--- src/rtl/fifo_pkg.sv ---
// fifo_pkg: shared constants and helpers for the fifo_sync read path.
// Used by fifo_rd_ring and fifo_rd_stream_adapter.
package fifo_pkg;

    localparam int DEF_WIDTH         = 8;
    localparam int RD_PREFETCH_DEPTH = 3;

    function automatic int clogb2(input int v);
        int r;
        r = 0;
        for (int i = 0; i < 31; i++) begin
            if ((1 << i) < v) r = i + 1;
        end
        return r;
    endfunction

    localparam int RD_PTR_W = clogb2(RD_PREFETCH_DEPTH);
    localparam int RD_OCC_W = clogb2(RD_PREFETCH_DEPTH + 1);

endpackage

--- src/rtl/fifo_rd_ring.sv ---
// fifo_rd_ring: 3-entry prefetch ring with mod-3 pointers and fill count.
// Storage and pointers clear on the asynchronous active-low rst.
module fifo_rd_ring
    import fifo_pkg::*;
#(
    parameter int WIDTH = DEF_WIDTH
) (
    input  logic                clk,
    input  logic                rst,
    input  logic                push,
    input  logic                pop,
    input  logic [WIDTH-1:0]    wdata,
    output logic [WIDTH-1:0]    rdata,
    output logic [RD_OCC_W-1:0] occ
);

    logic [WIDTH-1:0]    mem [RD_PREFETCH_DEPTH];
    logic [RD_PTR_W-1:0] wr_ptr;
    logic [RD_PTR_W-1:0] rd_ptr;
    logic                do_pop;

    // Depth is not a power of two, so wrap explicitly.
    function automatic logic [RD_PTR_W-1:0] inc(input logic [RD_PTR_W-1:0] p);
        return (p == RD_PTR_W'(RD_PREFETCH_DEPTH - 1)) ? '0 : p + RD_PTR_W'(1);
    endfunction

    assign do_pop = pop & (occ != '0);
    assign rdata  = mem[rd_ptr];

    always_ff @(posedge clk or negedge rst) begin
        if (!rst) begin
            wr_ptr <= '0;
            rd_ptr <= '0;
            occ    <= '0;
            for (int i = 0; i < RD_PREFETCH_DEPTH; i++) mem[i] <= '0;
        end else begin
            if (push) begin
                mem[wr_ptr] <= wdata;
                wr_ptr      <= inc(wr_ptr);
            end
            if (do_pop) rd_ptr <= inc(rd_ptr);
            unique case ({push, do_pop})
                2'b10:   occ <= occ + RD_OCC_W'(1);
                2'b01:   occ <= occ - RD_OCC_W'(1);
                default: occ <= occ;
            endcase
        end
    end

    ring_no_overflow: assert property (@(posedge clk) disable iff (!rst)
        !(push && !do_pop && occ == RD_OCC_W'(RD_PREFETCH_DEPTH)));

endmodule

--- src/rtl/fifo_rd_stream_adapter.sv ---
// fifo_rd_stream_adapter: fifo_sync read side to bubble-free valid/ready stream.
// Define FIFO_RD_STATS_EN to add the drained_cnt transfer counter port.
module fifo_rd_stream_adapter
    import fifo_pkg::*;
#(
    parameter int WIDTH = DEF_WIDTH
) (
    input  logic             clk,
    input  logic             rst,
    input  logic             fifo_empty,
    input  logic [WIDTH-1:0] fifo_data,
    output logic             fifo_rd_en,
    output logic             m_valid,
    output logic [WIDTH-1:0] m_data,
    input  logic             m_ready
`ifdef FIFO_RD_STATS_EN
    ,
    output logic [31:0]      drained_cnt
`endif
);

    logic                run_q;
    logic                inflight_q;
    logic                xfer;
    logic [RD_OCC_W-1:0] occ;
    logic [RD_OCC_W:0]   budget;

    // Ring slots already claimed: filled entries plus the word on its way.
    assign budget     = {1'b0, occ} + {{RD_OCC_W{1'b0}}, inflight_q};
    assign fifo_rd_en = run_q & ~fifo_empty
                      & (budget < (RD_OCC_W + 1)'(RD_PREFETCH_DEPTH));
    assign m_valid    = (occ != '0);
    assign xfer       = m_valid & m_ready;

    always_ff @(posedge clk or negedge rst) begin
        if (!rst) begin
            run_q      <= 1'b0;
            inflight_q <= 1'b0;
        end else begin
            run_q      <= 1'b1;
            inflight_q <= fifo_rd_en;
        end
    end

    fifo_rd_ring #(
        .WIDTH (WIDTH)
    ) u_ring (
        .clk   (clk),
        .rst   (rst),
        .push  (inflight_q),
        .pop   (xfer),
        .wdata (fifo_data),
        .rdata (m_data),
        .occ   (occ)
    );

`ifdef FIFO_RD_STATS_EN
    always_ff @(posedge clk or negedge rst) begin
        if (!rst) begin
            drained_cnt <= '0;
        end else if (xfer) begin
            drained_cnt <= drained_cnt + 32'd1;
        end
    end
`endif

endmodule
--- config.mk ---
export PLATFORM = sky130hd
export DESIGN_NAME = fifo_rd_stream_adapter
export DESIGN_NICKNAME = d
export VERILOG_FILES = /design/src/rtl/fifo_pkg.sv /design/src/rtl/fifo_rd_ring.sv /design/src/rtl/fifo_rd_stream_adapter.sv
export SDC_FILE = /design/constraint.sdc
export NUM_CORES = 1
export LEC_CHECK = 0
export BUFFER_PORTS_ARGS = -buffer_cell sky130_fd_sc_hd__buf_2
export CAP_MARGIN = 20
export CORE_MARGIN = 3
export CORE_UTILIZATION = 34
export DETAILED_ROUTE_END_ITERATION = 8
export PLACE_DENSITY = 0.5
export SLEW_MARGIN = 0
export SYNTH_ARGS = -nofsm -noshare
export SYNTH_HDL_FRONTEND = slang
export SYNTH_SLANG_ARGS = --single-unit
export TNS_END_PERCENT = 100
--- constraint.sdc ---
create_clock -name clk -period 1.6 [get_ports clk]
set_input_delay 0.16 -clock clk [delete_from_list [all_inputs] [get_ports clk]]
set_output_delay 0.16 -clock clk [all_outputs]
set_load 0.02 [all_outputs]
# After elaboration in Yosys (flattened, before gate mapping)
# Cells that the tools add are included.
[word_totals] wordCells=40 reg_bits=32 out_inout_bits=10
[classes] eq_ne=4 n_addsub=5 reduce_logical=3 bitwise=7 n_lt_le_gt_ge=4 mux=9
[op_table] op="$bwmux W24" n=1
[op_table] op="$mux W8" n=3
[op_table] op="$bmux W8 S2" n=1
[op_table] op="$demux W8 S2" n=1
[op_table] op="$add A2 B1 Y2 const B" n=3
[op_table] op="$eq A2 B2 Y1 const B" n=3
[op_table] op="$ge A3 B3 Y1 const B" n=2
[op_table] op="$not A2 Y3" n=2
[op_table] op="$and A1 B1 Y1" n=4
[op_table] op="$mux W2" n=2
[op_table] op="$pmux W2 S2" n=1
[op_table] op="$reduce_bool A2 Y1" n=2
[op_table] op="$add A2 B1 Y3" n=1
[op_table] op="$lt A3 B1 Y1 const B" n=1
[op_table] op="$lt A3 B2 Y1 const B" n=1
[op_table] op="$eq A2 B1 Y1 const B" n=1
[op_table] op="$sub A2 B1 Y2 const B" n=1
[op_table] op="$logic_and A1 B1 Y1" n=1
[op_table] op="$not A1 Y1" n=1

# Longest topological paths before layout
[logic_depth] depth_word=6 mapped_depth=6

# Cells and area by module
# From an unflattened synthesis, not the netlist that was laid out.
[hier_totals] cells_unflattened=111 area_unflattened_um2=1430.1
[by_module_without_submodules] mod="fifo_rd_ring" cells_per_inst=102 area_per_inst_um2=1315.0 instances=1
[by_module_without_submodules] mod="fifo_rd_stream_adapter" cells_per_inst=9 area_per_inst_um2=115.1 instances=1

# Worst setup path before layout
# No wires, ideal clock.
[synth_timing] path_kind="register to register" start="register u_ring.occ[0]" end="register inflight_q" synth_period_minus_slack_ps=2335 n_path_buf=0 path_stages_with_launch=4 slack_ps=-735 setup_ps=247 t_required_ps=1353 arrival_time_ps=2088 path_cell_list="dfrtp_1 > ha_1 > ha_1 > a2111oi_0"
[synth_via] elab_chain_len=3
[synth_rtl] item="from (decl)" line_no="fifo_rd_ring.sv:14" text="output logic [RD_OCC_W-1:0] occ"
[synth_rtl] item="from (signal assigned)" line_no="fifo_rd_ring.sv:43" text="2'b10: occ <= occ + RD_OCC_W'(1);"
[synth_rtl] item="from (signal assigned)" line_no="fifo_rd_ring.sv:44" text="2'b01: occ <= occ - RD_OCC_W'(1);"
[synth_rtl] item="$add A2 B1 Y3" line_no="fifo_rd_stream_adapter.sv:29" text="assign budget = {1'b0, occ} + {{RD_OCC_W{1'b0}}, inflight_q};"
[synth_rtl] item="$lt A3 B2 Y1" line_no="fifo_rd_stream_adapter.sv:31" text="& (budget < (RD_OCC_W + 1)'(RD_PREFETCH_DEPTH));"
[synth_rtl] item="$and A1 B1 Y1" line_no="fifo_rd_stream_adapter.sv:31"
[synth_rtl] item="named net fifo_rd_en" line_no="fifo_rd_stream_adapter.sv:12" text="output logic fifo_rd_en,"
[synth_rtl] item="to (signal assigned)" line_no="fifo_rd_stream_adapter.sv:41" text="inflight_q <= fifo_rd_en;"
[synth_rtl] item="to (decl)" line_no="fifo_rd_stream_adapter.sv:23" text="logic inflight_q;"
# The timed path passes the listed nets, and every way through them passes these cells.
# A chain may end at the register's enable or synchronous reset.

# Worst setup path in the final report
[layout_timing] start="register u_ring.occ[0]" end="output fifo_rd_en"
[layout_via] elab_chain_len=3
[layout_rtl] item="$add A2 B1 Y3" line_no="fifo_rd_stream_adapter.sv:29"
[layout_rtl] item="$lt A3 B2 Y1" line_no="fifo_rd_stream_adapter.sv:31"
[layout_rtl] item="$and A1 B1 Y1" line_no="fifo_rd_stream_adapter.sv:31"
[layout_rtl] item="to (decl)" line_no="fifo_rd_stream_adapter.sv:12"
# Every way passes these cells.

==> summary.md <==
| Metric | Value |
|---|---|
| CTS tree | yes |
| Worst Path Required | 1.44 ns |
| Violated checks | setup timing |
| Hold depth | 2 |
| DRC Markers | 0 |
| Commonest non-fill, non-tap cell in the layout | dfrtp_1 |
| Largest net degree at the start of global routing | 33 |
| Most frequent cells in the layout | dfrtp_1, mux2_2, buf_2, buf_4, nand2_1 |
| Portion of netlist area occupied by mux cells | 24.84% |
| Share of layout cells above drive strength 1 | 50.99% |
| Crit end category | output port |
| First-pass GRT wire length | 4.754 mm |
| Per-cell routed wire length | 13.72 um |
| Hold endpoint | u_ring.mem[8]$_DFFE_PN0P_ |
| Final hold vios | 0 |
| Grt ovf | 0 |
| Tcrit/Tclk final | 107.2% |
| Clock Sinks | 32 |
| Arr. time, crit path | 1.56 ns |
| Port-buffer cells | 21 |
| Setup violations, final | 1 |
| I/O Pins | 22 |
| Worst path cell trace | ha_2 -> ha_4 -> a2111oi_4 -> buf_4 |
| Worst r2r path cells | 6 |
| Gp weighted congestion | 0.7465 |
| Slowest CP cell | dfrtp_1 |
| Detailed Routing Iterations Pass 1 | 4 |
| Worst min path class | input port to flip-flop |
| WP buf/inv | 1 |
| Mean Syn Cell Area | 12.82 um2 |
| Reg clk slew, reported paths | 0.06 ns |
| Clock skew | 0.005172 ns |
| Largest family of logic cells by synthesized area | multiplexers |
| Max-cap violations | 0 |
| Initial antenna violation count | 0 |
| Vias post-DR | 945 |
| CP top delay family | adder cells |
| Min-delay src | fifo_data[0] |
| Worst Max-Slew Pin Slew | 0.6996 ns |
| Finished Core Util | 47.58% |
| Drt initial violations | 29 |
| Placed Instances | 187 |
| Post-synth net total | 125 |
| # fillers | 355 |
| Sequential-to-total area share from yosys stat | 56.79% |
| Core ar. | 3826 um2 |
| Layout Cells excl Fill | 199 |
| Cell area power density | 2110 nW/um2 |
| R2R setup slack | 0.13 ns |
| Setup WS post-layout | -0.1151 ns |
| Power, Total | 3.841 mW |
| RSZ-0062 raised after global routing | true |
| RR Endpoint | u_ring.occ[1]$_DFFE_PN0P_ |
| Fin. max-slew vios | 0 |
| Reg2reg start | u_ring.occ[0]$_DFFE_PN0P_ |
| Num CTS Buffers | 5 |
| Cell area after synthesis | 1410 um2 |
| Outcome | finished, violations left |
| CP Launch Type | flip-flop |
| Peak supply drop | 0.9766 mV |
| Routed Antenna Nets | 0 |
| Clk buf depth | 2 |
| Layout area overhead | 29.10% |
| CP Max Fanout | 2 |
| Ys Warns | 0 |
| Cells after Synth | 110 |
| Synth cell types | 22 |
| Die extent in y | 70.40 um |
| Initial core utilization | 36.85% |
| Antenna diode count | 0 |
| Synth Area in Compound Gates | 5.590% |
| Crit path time final | 1.715 ns |
| Net count reported at finish | 165 |
| Die width | 70.40 um |
| Post-synthesis simple-gate area fraction | 5.679% |
| Synth Area in XOR/XNOR | 1.863% |
| Clk_lat worst skew | 0.28 ns |
| Largest stage delay, worst path | 0.38 ns |
| DRT Wirelength | 2.730 mm |
| Root Buffer | clkbuf_8 |
| Row count | 22 |
| DP HPWL | 1.999 mm |
| CTS H-Tree Depth | 2 |
| Die Area | 4956 um2 |
| GR Util All Layers | 12.44% |
| Setup CP Type | flip-flop to output port |
| Leak pwr | 0.8435 nW |
| FF+latch count, synth | 32 |
| Vias in the first global route | 1001 |
| Maximum clock rate | 583.0 MHz |
| CP startpoint | u_ring.occ[0]$_DFFE_PN0P_ |
| Cell count along the critical path | 4 |
| Post-Synth Adder-Cell Area | 2.662% |
| Max-slew headroom | 53.36% |
| Vias per inst | 4.749 |
-- synthesized netlist by cell type, drive strengths merged --
master | count | share of area [%]
o21ai | 11 | 3.9
nand2 | 10 | 2.7
a2111oi | 1 | 0.62
nand3 | 1 | 0.35
nor2 | 1 | 0.27
conb | 1 | 0.27
dfrtp | 32 | 57
buf | 2 | 0.71
xor2 | 1 | 0.62
inv | 4 | 1.1
or3 | 1 | 0.44
mux2i | 8 | 5.7
nor3 | 2 | 1.1
clkbuf | 2 | 0.53
mux2 | 24 | 19
ha | 3 | 2.7
a21o | 2 | 1.1
nor2b | 1 | 0.44
or2 | 1 | 0.44
xnor2 | 2 | 1.2
-- cells by family after synthesis --
family | after synthesis
mux | 32
flops | 32
simple gates | 17
compound gates | 14
buf+inv | 8
fa+ha+maj | 3
xor+xnor | 3
other cells | 1
-- per-stage QoR --
stage / setup TNS [ns] / cell area, um2 / hold slack (ns) / setup slack, ns
3_3_place_gp: 0 / 1667 / 0.2491 / 0.02045
4_1_cts: -0.1326 / 1815 / 0.1359 / -0.1326
6_report: -0.1151 / 1821 / 0.1429 / -0.1151
3_5_place_dp: -0.01835 / 1667 / 0.2518 / -0.01835
5_1_grt: -0.1735 / 1821 / 0.1391 / -0.1735
2_1_floorplan: 0 / 1429 / -0.1356 / 0.03542
-- how the worst max path moves through the flow --
stage / end / slack (ns)
floorplan: inflight_q$_DFF_PN0_ / 0.04
global placement: fifo_rd_en / 0.02
detailed placement: fifo_rd_en / -0.02
CTS: fifo_rd_en / -0.13
global route: fifo_rd_en / -0.17
finish: fifo_rd_en / -0.12
-- final cells by class --
class	count	area (um2)	area share [%]
well taps	48	60.06	3.299
flip-flops and latches	32	802.0	44.05
clock buffers	6	82.58	4.536
clock inverters	2	10.01	0.5498
repair buffers	37	232.7	12.78
inverters	4	15.01	0.8247
multi-input cells	70	618.1	33.95
-- report_power, final --
part | leakage, nW | total, mW | internal [mW] | switching, mW
registers | 0.379 | 1.43 | 1.21 | 0.222
clock network | 0.0510 | 0.620 | 0.342 | 0.278
logic | 0.413 | 1.79 | 0.907 | 0.880
-- what timing repair did --
item	in CTS	in global routing
pin swaps	2	0
hold buffers	1	0
endpoints found under the hold margin	32	0
resized for setup	5	5
setup endpoints to repair	5	8
setup buffers	3	0
gates cloned	0	0
-- layer usage --
metal	track usage [%]	wire [um]
met3	4.029	114
met5	0	0
met4	5.745	45
met1	15.25	1286
met2	19.75	1283
-- sequential cells by signal, summed over array words and instances (netlist names) --
name,cells
run_q,1
u_ring.wr_ptr,2
u_ring.rd_ptr,2
u_ring.mem,24
u_ring.occ,2
inflight_q,1
Note: power is estimated with default switching activity, not from simulation.
